## config.mk

```make
export PLATFORM = sky130hd
export DESIGN_NAME = snake_vga_scan
export DESIGN_NICKNAME = d
export VERILOG_FILES = /design/src/rtl/snake_vga_pkg.sv /design/src/rtl/vga_timing.sv /design/src/rtl/snake_vga_scan.sv
export SDC_FILE = /design/constraint.sdc
export NUM_CORES = 1
export LEC_CHECK = 0
export BUFFER_PORTS_ARGS = -buffer_cell sky130_fd_sc_hd__buf_2
export CORE_ASPECT_RATIO = 0.6
export CORE_MARGIN = 4
export CORE_UTILIZATION = 58
export CTS_BUF_LIST = sky130_fd_sc_hd__clkbuf_8
export CTS_CLUSTER_DIAMETER = 120
export DETAILED_ROUTE_END_ITERATION = 7
export GPL_TIMING_DRIVEN = 1
export HOLD_SLACK_MARGIN = 0.06
export PLACE_DENSITY = 0.84
export SLEW_MARGIN = 0
export SYNTH_ARGS = -nofsm -noshare
export SYNTH_HDL_FRONTEND = slang
export SYNTH_SLANG_ARGS = --single-unit
```

## constraint.sdc

```tcl
create_clock -name clk -period 3.8 [get_ports clk]
set_clock_uncertainty 0.1 [all_clocks]
set_input_delay 0.38 -clock clk [delete_from_list [all_inputs] [get_ports clk]]
set_output_delay 0.38 -clock clk [all_outputs]
set_load 0.005 [all_outputs]
```

## src/rtl/snake_vga_pkg.sv

```systemverilog
// Shared codes and 640x480@60 timing constants for the snake VGA scan stage.
// Used by snake_vga_scan (optional grid background: SNAKE_VGA_GRID_EN).
package snake_vga_pkg;

  typedef enum logic [1:0] {
    NONE = 2'b00,
    HEAD = 2'b01,
    BODY = 2'b10,
    WALL = 2'b11
  } cell_e;

  typedef enum logic [1:0] {
    RESTART = 2'b00,
    START   = 2'b01,
    PLAY    = 2'b10
  } game_e;

  localparam logic [9:0] H_ACTIVE = 10'd640;
  localparam logic [9:0] H_FP     = 10'd16;
  localparam logic [9:0] H_SYNC   = 10'd96;
  localparam logic [9:0] H_BP     = 10'd48;
  localparam logic [9:0] H_TOTAL  = H_ACTIVE + H_FP + H_SYNC + H_BP;

  localparam logic [9:0] V_ACTIVE = 10'd480;
  localparam logic [9:0] V_FP     = 10'd10;
  localparam logic [9:0] V_SYNC   = 10'd2;
  localparam logic [9:0] V_BP     = 10'd33;
  localparam logic [9:0] V_TOTAL  = V_ACTIVE + V_FP + V_SYNC + V_BP;

  localparam logic [11:0] GRID_RGB = 12'h222;

endpackage

```

## src/rtl/vga_timing.sv

```systemverilog
// Pixel enable, H/V raster counters, raw (unregistered) sync/active decode
// and the frame_start pulse for the snake VGA scan stage.
module vga_timing
  import snake_vga_pkg::*;
(
  input  logic       clk,
  input  logic       rst,
  output logic       pix_en,
  output logic [9:0] x_pos,
  output logic [9:0] y_pos,
  output logic       active,
  output logic       hsync_raw,
  output logic       vsync_raw,
  output logic       frame_start
);

  localparam logic [9:0] H_LAST  = H_TOTAL - 10'd1;
  localparam logic [9:0] V_LAST  = V_TOTAL - 10'd1;
  localparam logic [9:0] HS_BEG  = H_ACTIVE + H_FP;
  localparam logic [9:0] HS_END  = HS_BEG + H_SYNC;
  localparam logic [9:0] VS_BEG  = V_ACTIVE + V_FP;
  localparam logic [9:0] VS_END  = VS_BEG + V_SYNC;

  logic       pix_q;
  logic [9:0] x_q;
  logic [9:0] y_q;

  always_ff @(posedge clk) begin
    if (rst) begin
      pix_q <= 1'b0;
      x_q   <= '0;
      y_q   <= '0;
    end else begin
      pix_q <= ~pix_q;
      if (pix_q) begin
        if (x_q == H_LAST) begin
          x_q <= '0;
          y_q <= (y_q == V_LAST) ? '0 : y_q + 10'd1;
        end else begin
          x_q <= x_q + 10'd1;
        end
      end
    end
  end

  assign pix_en      = pix_q;
  assign x_pos       = x_q;
  assign y_pos       = y_q;
  assign active      = (x_q < H_ACTIVE) && (y_q < V_ACTIVE);
  // Sync levels are active low; they are registered by the caller.
  assign hsync_raw   = !((x_q >= HS_BEG) && (x_q < HS_END));
  assign vsync_raw   = !((y_q >= VS_BEG) && (y_q < VS_END));
  assign frame_start = pix_q && (x_q == H_LAST) && (y_q == V_LAST);

endmodule

```

## src/rtl/snake_vga_scan.sv

```systemverilog
// Snake game VGA scan: colour select, registered RGB/sync and die_flash blink.
// Define SNAKE_VGA_GRID_EN to draw a 16-pixel grid in the background.
module snake_vga_scan
  import snake_vga_pkg::*;
#(
  parameter int          FLASH_FRAMES = 15,
  parameter logic [11:0] WALL_RGB     = 12'h888,
  parameter logic [11:0] HEAD_RGB     = 12'hFF0,
  parameter logic [11:0] BODY_RGB     = 12'h0F0,
  parameter logic [11:0] APPLE_RGB    = 12'hF00
) (
  input  logic       clk,
  input  logic       rst,
  input  logic [1:0] game_status,
  input  logic       hit_body,
  input  logic       hit_wall,
  input  logic [1:0] snake,
  input  logic       apple,
  output logic [9:0] x_pos,
  output logic [9:0] y_pos,
  output logic       die_flash,
  output logic       frame_start,
  output logic       hsync,
  output logic       vsync,
  output logic [3:0] vga_r,
  output logic [3:0] vga_g,
  output logic [3:0] vga_b
);

  localparam int CW = (FLASH_FRAMES > 1) ? $clog2(FLASH_FRAMES) : 1;
  localparam logic [CW-1:0] CNT_LAST = CW'(FLASH_FRAMES - 1);

  logic        pix_en;
  logic        active;
  logic        hsync_raw;
  logic        vsync_raw;
  logic [11:0] colour;
  logic [11:0] rgb_q;
  logic [CW-1:0] cnt;

  vga_timing u_timing (
    .clk         (clk),
    .rst         (rst),
    .pix_en      (pix_en),
    .x_pos       (x_pos),
    .y_pos       (y_pos),
    .active      (active),
    .hsync_raw   (hsync_raw),
    .vsync_raw   (vsync_raw),
    .frame_start (frame_start)
  );

  always_comb begin
    colour = '0;
    if (active) begin
      case (snake)
        WALL:    colour = WALL_RGB;
        HEAD:    colour = HEAD_RGB;
        BODY:    colour = BODY_RGB;
        default: begin
          if (apple) colour = APPLE_RGB;
`ifdef SNAKE_VGA_GRID_EN
          else if ((x_pos[3:0] == 4'd0) || (y_pos[3:0] == 4'd0)) colour = GRID_RGB;
`endif
        end
      endcase
    end
  end

  // RGB and both syncs share one register stage so they stay aligned.
  always_ff @(posedge clk) begin
    if (rst) begin
      rgb_q <= '0;
      hsync <= 1'b1;
      vsync <= 1'b1;
    end else if (pix_en) begin
      rgb_q <= colour;
      hsync <= hsync_raw;
      vsync <= vsync_raw;
    end
  end

  assign {vga_r, vga_g, vga_b} = rgb_q;

  always_ff @(posedge clk) begin
    if (rst || (game_status == RESTART) || !(hit_body || hit_wall)) begin
      die_flash <= 1'b1;
      cnt       <= '0;
    end else if (frame_start) begin
      if (cnt == CNT_LAST) begin
        die_flash <= ~die_flash;
        cnt       <= '0;
      end else begin
        cnt <= cnt + 1'b1;
      end
    end
  end

endmodule

```

==> run_results.csv, run 1 <==
group,metric,value,unit
status,status,"completed",
final_layout,layout.nets,246,
worst_hold_path,worstHoldStart,"rst",
die,core_area,2630,µm²
power_and_ir_drop,pwr-share-seq,56.6,%
final_layout,fin_util,72.7,%
critical_path,reg2reg_from,"u_timing.x_pos[0]",
clocking,cts_made_buffers,5,
logic_synthesis,syn_avg_cell_area,8.64,µm²
logic_synthesis,netlist_area,1670,µm²
power_and_ir_drop,netSwitchingPower,0.144,mW
logic_synthesis,ys_seq_area_share,39.6,%
critical_path,cp.required,3320,ps
logic_synthesis,ys.flop_type,"dfxtp_1",
power_and_ir_drop,pwr_density_cell,332,nW/µm²
sta,period_minus_slack,2880,ps
die,ios,45,
sta,worst_slack,923,ps
clocking,clk_path_buf_depth,2,
drt,dr.pass1.iters,4,
placed_design,dpl.cell_count,254,
clocking,cts_tree,"yes",
final_layout,multi_input_area,887,µm²
logic_synthesis,synth_edf_count,0,
clocking,clock_latency,280,ps
grt,grt_pass1_vias,1395,
placed_design,io_buffers,41,
flow_run,drv_cap,0,
sta,setup_violations,0,
power_and_ir_drop,leakage,0.797,nW
sta,hold_ws,309,ps
die,die_w,77.2,µm
critical_path,critPathKind,"reg2out",
power_and_ir_drop,clockPowerShare,37.5,%
critical_path,crit_path_start_kind,"flip-flop",
final_layout,final-seq-area,661,µm²
logic_synthesis,syn_inst,193,
sta,rsz0062_at_grt,"false",
sta,maxSlewHeadroom,34.9,%
worst_hold_path,min_path_type,"in2reg",
placed_design,dpl_worst_slack,1100,ps
placed_design,dpl_cell_area,1830,µm²
grt,antenna_found_initial,0,
placed_design,gp_congestion,0.874,
power_and_ir_drop,intPower,0.490,mW
drt,viasPerCell,6.03,
grt,grt_pass1_wl,6630,µm
logic_synthesis,async_flop_share,0,%
final_layout,nFillCells,216,
sta,setup_tns,0,ps
clocking,path_clk_slew,60,ps
clocking,hold_buffers,0,
power_and_ir_drop,combPwrFrac,5.9,%
drt,vias,1579,
drt,routedWlPerCell,15.1,µm
logic_synthesis,yosys_warnings,0,
final_layout,drive_gt1_share,20.9,%
placed_design,dp_hpwl,2920,µm
die,start_util,63.4,%
power_and_ir_drop,switching_share,22.7,%
logic_synthesis,synth-seq-cells,33,
grt,grt_max_degree,18,
sta,hold_viol,0,
final_layout,synthToLayoutAreaGrowth,14.6,%
die,die_h,49.5,µm
power_and_ir_drop,finalPower,0.634,mW
grt,grtUsageTotal,21.6,%
clocking,clockRootBuffer,"clkbuf_8",
drt,dr.first_iter.drc_count,195,
grt,grt.overflow.total,0,
clocking,postCtsSetupBuffers,0,
power_and_ir_drop,worst_ir_drop_vdd,242,µV
final_layout,stdcell_count,262,
critical_path,end_kind,"output pin",
final_layout,post-route-cell-area,1910,µm²
clocking,cts_sinks,33,
sta,max_freq,348,MHz
drt,drt_wl_total,3950,µm
die,die-area,3820,µm²
drt,ant_nets,0,
critical_path,crit_path_max_fanout,17,
clocking,ctsResizeCount,0,
sta,maxSlewViolCount,0,
critical_path,arrival,2400,ps
clocking,htreeDepth,2,
sta,period_share,75.7,%
drt,drc_errors,0,
logic_synthesis,synth_cell_types,41,
die,fp-row-count,14,
sta,worst_pin_slew,963,ps
final_layout,antennaDiodeCount,0,
critical_path,startpoint,"u_timing.x_pos[0]",
cell usage in the layout (no fill, tap or decap), types with 6 or more instances in the layout:
cell type / synthesis / routed
a21oi_1: 12 / 12
buf_2: 1 / 41
dfxtp_1: 33 / 33
ha_1: 8 / 8
inv_1: 10 / 13
nand2_1: 9 / 9
nand3_1: 8 / 8
nor2_1: 19 / 19
o21ai_0: 9 / 9
o31ai_1: 6 / 6
xnor2_1: 7 / 7
routing by layer:
layer	vias up	wire length, µm	track usage [%]	part of all wire (%)
met3	9	424	7.45	11
met1	714	1810	29.6	46
met4	0	52	7.69	1.3
met5	-	0	0	0
met2	101	1660	31.2	42
li1	755	-	-	-
area by class of cell:
cell class / count / area share, %
multi-input cells: 138 / 46.4
flip-flops and latches: 33 / 34.6
repair buffers: 41 / 10.7
clock buffers: 5 / 3.60
well taps: 32 / 2.10
inverters: 10 / 1.96
clock inverters: 3 / 0.589
critical path, cell delays in order, from the launching register on:
cell     delay [ps]
dfxtp_1         410
ha_1            220
nand4_1         360
or4_1           790
nor2_1          200
buf_2           130
flip-flops by register name, indices dropped and copies added, names as in the netlist:
name             cells
hsync                1
vsync                1
u_timing.x_pos      10
rgb_q                5
u_timing.pix_en      1
die_flash            1
cnt                  4
u_timing.y_pos      10
final timing paths:
kind	to	slack [ps]	cells past startpoint
worst max-delay path	frame_start	920	5
worst min-delay path	u_timing.x_pos[1]	310	2
worst max register to register	u_timing.y_pos[2]	980	5
worst min register to register	rgb_q[11]	380	1
logic make-up after synthesis:
| logic type | Yosys count | synth area share (%) |
|---|---|---|
| simple gates | 75 | 24.9 |
| fa+ha+maj | 8 | 6.01 |
| buf+inv | 24 | 7.58 |
| other cells | 1 | 0.225 |
| compound gates | 39 | 14.7 |
| xor+xnor | 12 | 6.31 |
| mux | 1 | 0.601 |
| flops | 33 | 39.6 |
power groups by stage:
stage / Clock (mW) / Sequential, mW / Combinational (mW)
2_1_floorplan: 0 / 0.365 / 0.0266
3_3_place_gp: 0 / 0.366 / 0.0360
3_5_place_dp: 0 / 0.366 / 0.0369
5_1_grt: 0.266 / 0.359 / 0.0426
4_1_cts: 0.244 / 0.359 / 0.0377
6_report: 0.238 / 0.359 / 0.0374
synth_stat cells (2+ instances only):
library cell  instances  share of area (%)
dfxtp_1              33                 40
nor2_1               19                4.3
a21oi_1              12                3.6
inv_1                10                2.3
nand2_1               9                2.0
o21ai_0               9                2.7
ha_1                  8                6.0
nand3_1               8                2.4
buf_4                 7                3.2
xnor2_1               7                3.7
o31ai_1               6                2.7
a22o_1                5                2.6
nand4_1               5                1.9
nor4_1                5                1.9
or4_1                 5                2.3
xor2_1                5                2.6
clkbuf_1              4               0.90
nand2b_1              3                1.1
nor3_1                3               0.90
or3_1                 3                1.1
a31oi_1               2               0.75
and3_1                2               0.75
and4_1                2                1.1
nand4b_1              2                1.1
nor2b_1               2               0.75
nor4bb_1              2                1.2
Note: power is estimated with default switching activity, not from simulation.
==> run 2, diff against run 1 <==
- CORE_UTILIZATION: 58 -> 54
- PLACE_DENSITY: 0.84 -> 0.79
- clock period: 3.8 -> 3 ns (I/O delays scaled with it)
==> run_results.csv, run 2 (synthesis gave the netlist of run 1 again) <==
group,metric,value,unit
grt,grt_pass1_vias,1255,
critical_path,ff2ff_setup_slack,550,ps
sta,maxSlewViolCount,0,
critical_path,crit_path_max_fanout,17,
drt,dr.first_iter.drc_count,112,
power_and_ir_drop,leakage,0.808,nW
sta,worst_pin_slew,933,ps
worst_hold_path,min_path_type,"in2reg",
die,die_h,51.0,µm
sta,setup_violations,0,
final_layout,layout.nets,249,
clocking,clk_path_buf_depth,2,
drt,wl_met2,1480,µm
clocking,ctsResizeCount,0,
power_and_ir_drop,pwr-share-seq,55.2,%
sta,maxSlewHeadroom,36.9,%
final_layout,antennaDiodeCount,0,
drt,routedWlPerCell,12.9,µm
die,die_w,79.7,µm
final_layout,drive_gt1_share,22.7,%
sta,period_share,84.1,%
sta,hold_viol,0,
drt,viasPerCell,5.36,
critical_path,critPathKind,"reg2out",
sta,rsz0062_at_grt,"false",
clocking,path_clk_slew,70,ps
grt,grt_max_degree,18,
final_layout,final_common_cell,"buf_2",
power_and_ir_drop,netSwitchingPower,0.194,mW
sta,max_freq,396,MHz
drt,drt-met1-wl,1780,µm
grt,antenna_found_initial,0,
sta,setup_tns,0,ps
power_and_ir_drop,intPower,0.626,mW
power_and_ir_drop,worst_ir_drop_vdd,261,µV
placed_design,dpl_worst_slack,573,ps
drt,ant_nets,0,
clocking,cts_made_buffers,5,
power_and_ir_drop,combPwrFrac,6.3,%
critical_path,crit_path_start_kind,"flip-flop",
power_and_ir_drop,pwr_density_cell,421,nW/µm²
status,status,"completed",
drt,vias,1475,
flow_run,drv_cap,0,
critical_path,arrival,2120,ps
die,core_area,2910,µm²
die,die-area,4070,µm²
final_layout,mostFrequentLayoutCells,"buf_2 (41), dfxtp_1 (33), nor2_1 (19), a21oi_1 (12), inv_1 (11)",
critical_path,cp.required,2600,ps
clocking,clock_latency,290,ps
clocking,cts_tree,"yes",
drt,drc_errors,0,
die,fp-row-count,15,
critical_path,end_kind,"output pin",
clocking,postCtsSetupBuffers,0,
placed_design,io_buffers,41,
drt,drt_wl_total,3560,µm
placed_design,gp_congestion,0.837,
sta,worst_slack,476,ps
sta,period_minus_slack,2520,ps
drt,maxUsedRoutingLayer,"met4",
drt,route.met3.wl,252,µm
clocking,htreeDepth,2,
die,start_util,57.3,%
drt,dr.pass1.iters,4,
clocking,hold_buffers,0,
grt,grt.overflow.total,0,
clocking,cts_sinks,33,
grt,grt_pass1_wl,5970,µm
die,ios,45,
power_and_ir_drop,clockPowerShare,38.6,%
grt,grtUsageTotal,19.3,%
placed_design,dp_hpwl,2640,µm
clocking,clockRootBuffer,"clkbuf_8",
power_and_ir_drop,switching_share,23.6,%
final_layout,synthToLayoutAreaGrowth,16.9,%
## run 2: worst max-delay path, stage by stage, from the launching register on
cell      delay (ps)
dfxtp_1          460
nand4b_1         280
or4_1            800
nor2_1           170
buf_2            120
## run 2: worst paths after layout
kind	from	end	depth (start not counted)
worst max-delay path	u_timing.x_pos[4]	frame_start	4
worst min-delay path	rst	u_timing.x_pos[6]	2
worst max register to register	u_timing.x_pos[4]	cnt[3]	4
worst min register to register	rgb_q[7]	rgb_q[7]	1
## run 2: cell type report
| type | count | area [µm²] |
|---|---|---|
| well taps | 42 | 52.6 |
| clock inverters | 3 | 13.8 |
| inverters | 10 | 37.5 |
| fillers | 250 | 961 |
| flip-flops and latches | 33 | 661 |
| multi-input cells | 138 | 887 |
| clock buffers | 5 | 68.8 |
| repair buffers | 44 | 228 |
## run 2: metrics by stage
step                      hold WS, ps  utilization, %  std cells  total power, mW  area [µm²]
final                             211            67.0        275            0.820        1950
after global routing              208            67.0        275            0.855        1950
after CTS                         196            67.0        275            0.827        1950
after detailed placement          362            64.1        267            0.513        1870
after global placement            366            64.1        267            0.512        1870
after floorplan                   375               -        195            0.496        1670
## run 2: metal layers
metal  track usage (%)  vias to the layer above
met3              5.63                        5
met5                 0                        -
met2              25.9                       50
met4              9.43                        0
met1              27.7                      658
li1                  -                      762
## run 2: power groups by stage
stage / registers, mW / clock network [mW] / logic [mW]
finish: 0.452 / 0.316 / 0.0512
global route: 0.453 / 0.344 / 0.0579
CTS: 0.452 / 0.324 / 0.0515
detailed placement: 0.462 / 0 / 0.0510
global placement: 0.461 / 0 / 0.0504
floorplan: 0.462 / 0 / 0.0337
==> run 3, diff against run 2 <==
- clock period: 3 -> 2.4 ns (I/O delays scaled with it)
==> run_results.csv, run 3 (synthesis gave the netlist of run 1 again) <==
group,metric,value,unit
die,core_area,2910,µm²
critical_path,crit_chain,"ha_1 -> nand4_1 -> or4_4 -> buf_4 -> nor2_1 -> buf_2",
grt,grt_use_met3,5.28,%
clocking,path_clk_slew,70,ps
power_and_ir_drop,leakage,0.846,nW
clocking,cts_tree,"yes",
worst_hold_path,min_path_type,"in2reg",
clocking,clock_latency,290,ps
critical_path,crit_path_start_kind,"flip-flop",
critical_path,crit_buf_inv,2,
power_and_ir_drop,worst_ir_drop_vdd,328,µV
die,die-area,4070,µm²
sta,setup_tns,0,ps
drt,viasPerCell,5.38,
flow_run,drv_cap,0,
drt,dr.pass1.iters,4,
placed_design,dp_hpwl,2750,µm
final_layout,synthToLayoutAreaGrowth,20.4,%
critical_path,cp.required,2060,ps
sta,maxSlewViolCount,0,
critical_path,slowest_delay,510,ps
drt,routedWlPerCell,13.1,µm
sta,max_freq,444,MHz
clocking,cts_sinks,33,
final_layout,antennaDiodeCount,0,
drt,drt_wl_total,3700,µm
status,status,"completed",
sta,period_share,93.8,%
critical_path,slowest_stage,"or4_4",
critical_path,arrival,1910,ps
placed_design,io_buffers,41,
clocking,clk_path_buf_depth,2,
clocking,postCtsSetupBuffers,0,
grt,met1_usage,26.5,%
die,start_util,57.3,%
grt,grt.overflow.total,0,
grt,grtUsageTotal,19.4,%
grt,grt_pass1_vias,1327,
sta,hold_viol,0,
die,die_w,79.7,µm
critical_path,critPathKind,"reg2out",
drt,drc_errors,0,
final_layout,final_common_cell,"buf_2",
grt,busiest_layer,"met2",
final_layout,mostFrequentLayoutCells,"buf_2 (41), dfxtp_1 (31), nor2_1 (19), a21oi_1 (12), inv_1 (11)",
critical_path,end_kind,"output pin",
final_layout,layout.nets,256,
critical_path,crit_path_max_fanout,12,
sta,worst_pin_slew,507,ps
die,ios,45,
grt,grt.met2_usage,28.0,%
grt,antenna_found_initial,0,
drt,vias,1516,
placed_design,gp_congestion,0.805,
sta,setup_violations,0,
power_and_ir_drop,finalPower,1.03,mW
clocking,cts_made_buffers,5,
grt,grt_max_degree,13,
grt,grt_pass1_wl,6030,µm
sta,period_minus_slack,2250,ps
sta,rsz0062_at_grt,"false",
final_layout,drive_gt1_share,26.3,%
die,die_h,51.0,µm
drt,dr.first_iter.drc_count,69,
sta,maxSlewHeadroom,66.2,%
clocking,htreeDepth,2,
drt,ant_nets,0,
critical_path,timing.critical_path.max_delay_family,"simple AND/OR/NAND/NOR gates",
power_and_ir_drop,pwr_density_cell,513,nW/µm²
die,fp-row-count,15,
clocking,clockRootBuffer,"clkbuf_8",
[run 3: cell type report]
type	count	area, µm²
clock buffers	5	68.8
clock inverters	3	13.8
fillers	263	902
inverters	10	37.5
multi-input cells	138	891
flip-flops and latches	33	663
well taps	42	52.6
repair buffers	51	280
[run 3: power by group]
part	switching [mW]	total (mW)	internal (mW)
clock	0.202	0.398	0.196
combinational	0.0347	0.0648	0.0302
sequential	0.00801	0.566	0.558
[run 3: through the flow]
step / instance area [µm²] / cells / setup slack (ps) / hold slack (ps) / util, %
global route: 2010 / 282 / 27.3 / 147 / 69.0
CTS: 2000 / 282 / 80.1 / 142 / 68.9
global placement: 1920 / 274 / 238 / 366 / 65.9
finish: 2010 / 282 / 149 / 146 / 69.0
detailed placement: 1920 / 274 / 125 / 363 / 65.9
floorplan: 1670 / 195 / 141 / 375 / -
[run 3: per-layer routing]
| metal | part of all wire, % | vias up |
|---|---|---|
| li1 | - | 772 |
| met1 | 50 | 691 |
| met2 | 41 | 46 |
| met3 | 6.5 | 7 |
| met4 | 2.0 | 0 |
| met5 | 0 | - |
[run 3: path summary, 6_finish.rpt]
path / from / endpoint / slack (ps) / depth (start not counted)
max: u_timing.x_pos[0] / frame_start / 150 / 6
min: rst / u_timing.x_pos[1] / 150 / 2
max reg2reg: u_timing.x_pos[0] / cnt[3] / 280 / 5
min reg2reg: rgb_q[3] / rgb_q[3] / 390 / 1
[run 3: what timing repair did]
action,in CTS,in global routing
setup endpoints to repair,1,1
gates resized for setup,1,2
pin swaps,0,0
hold buffers,0,0
[run 3: worst register-to-register path: stages (launching register included)]
cell and delay, ps:
dfxtp_2 370, ha_1 210, nand4_1 130, or4_4 510
or4_1 550, a21oi_1 170
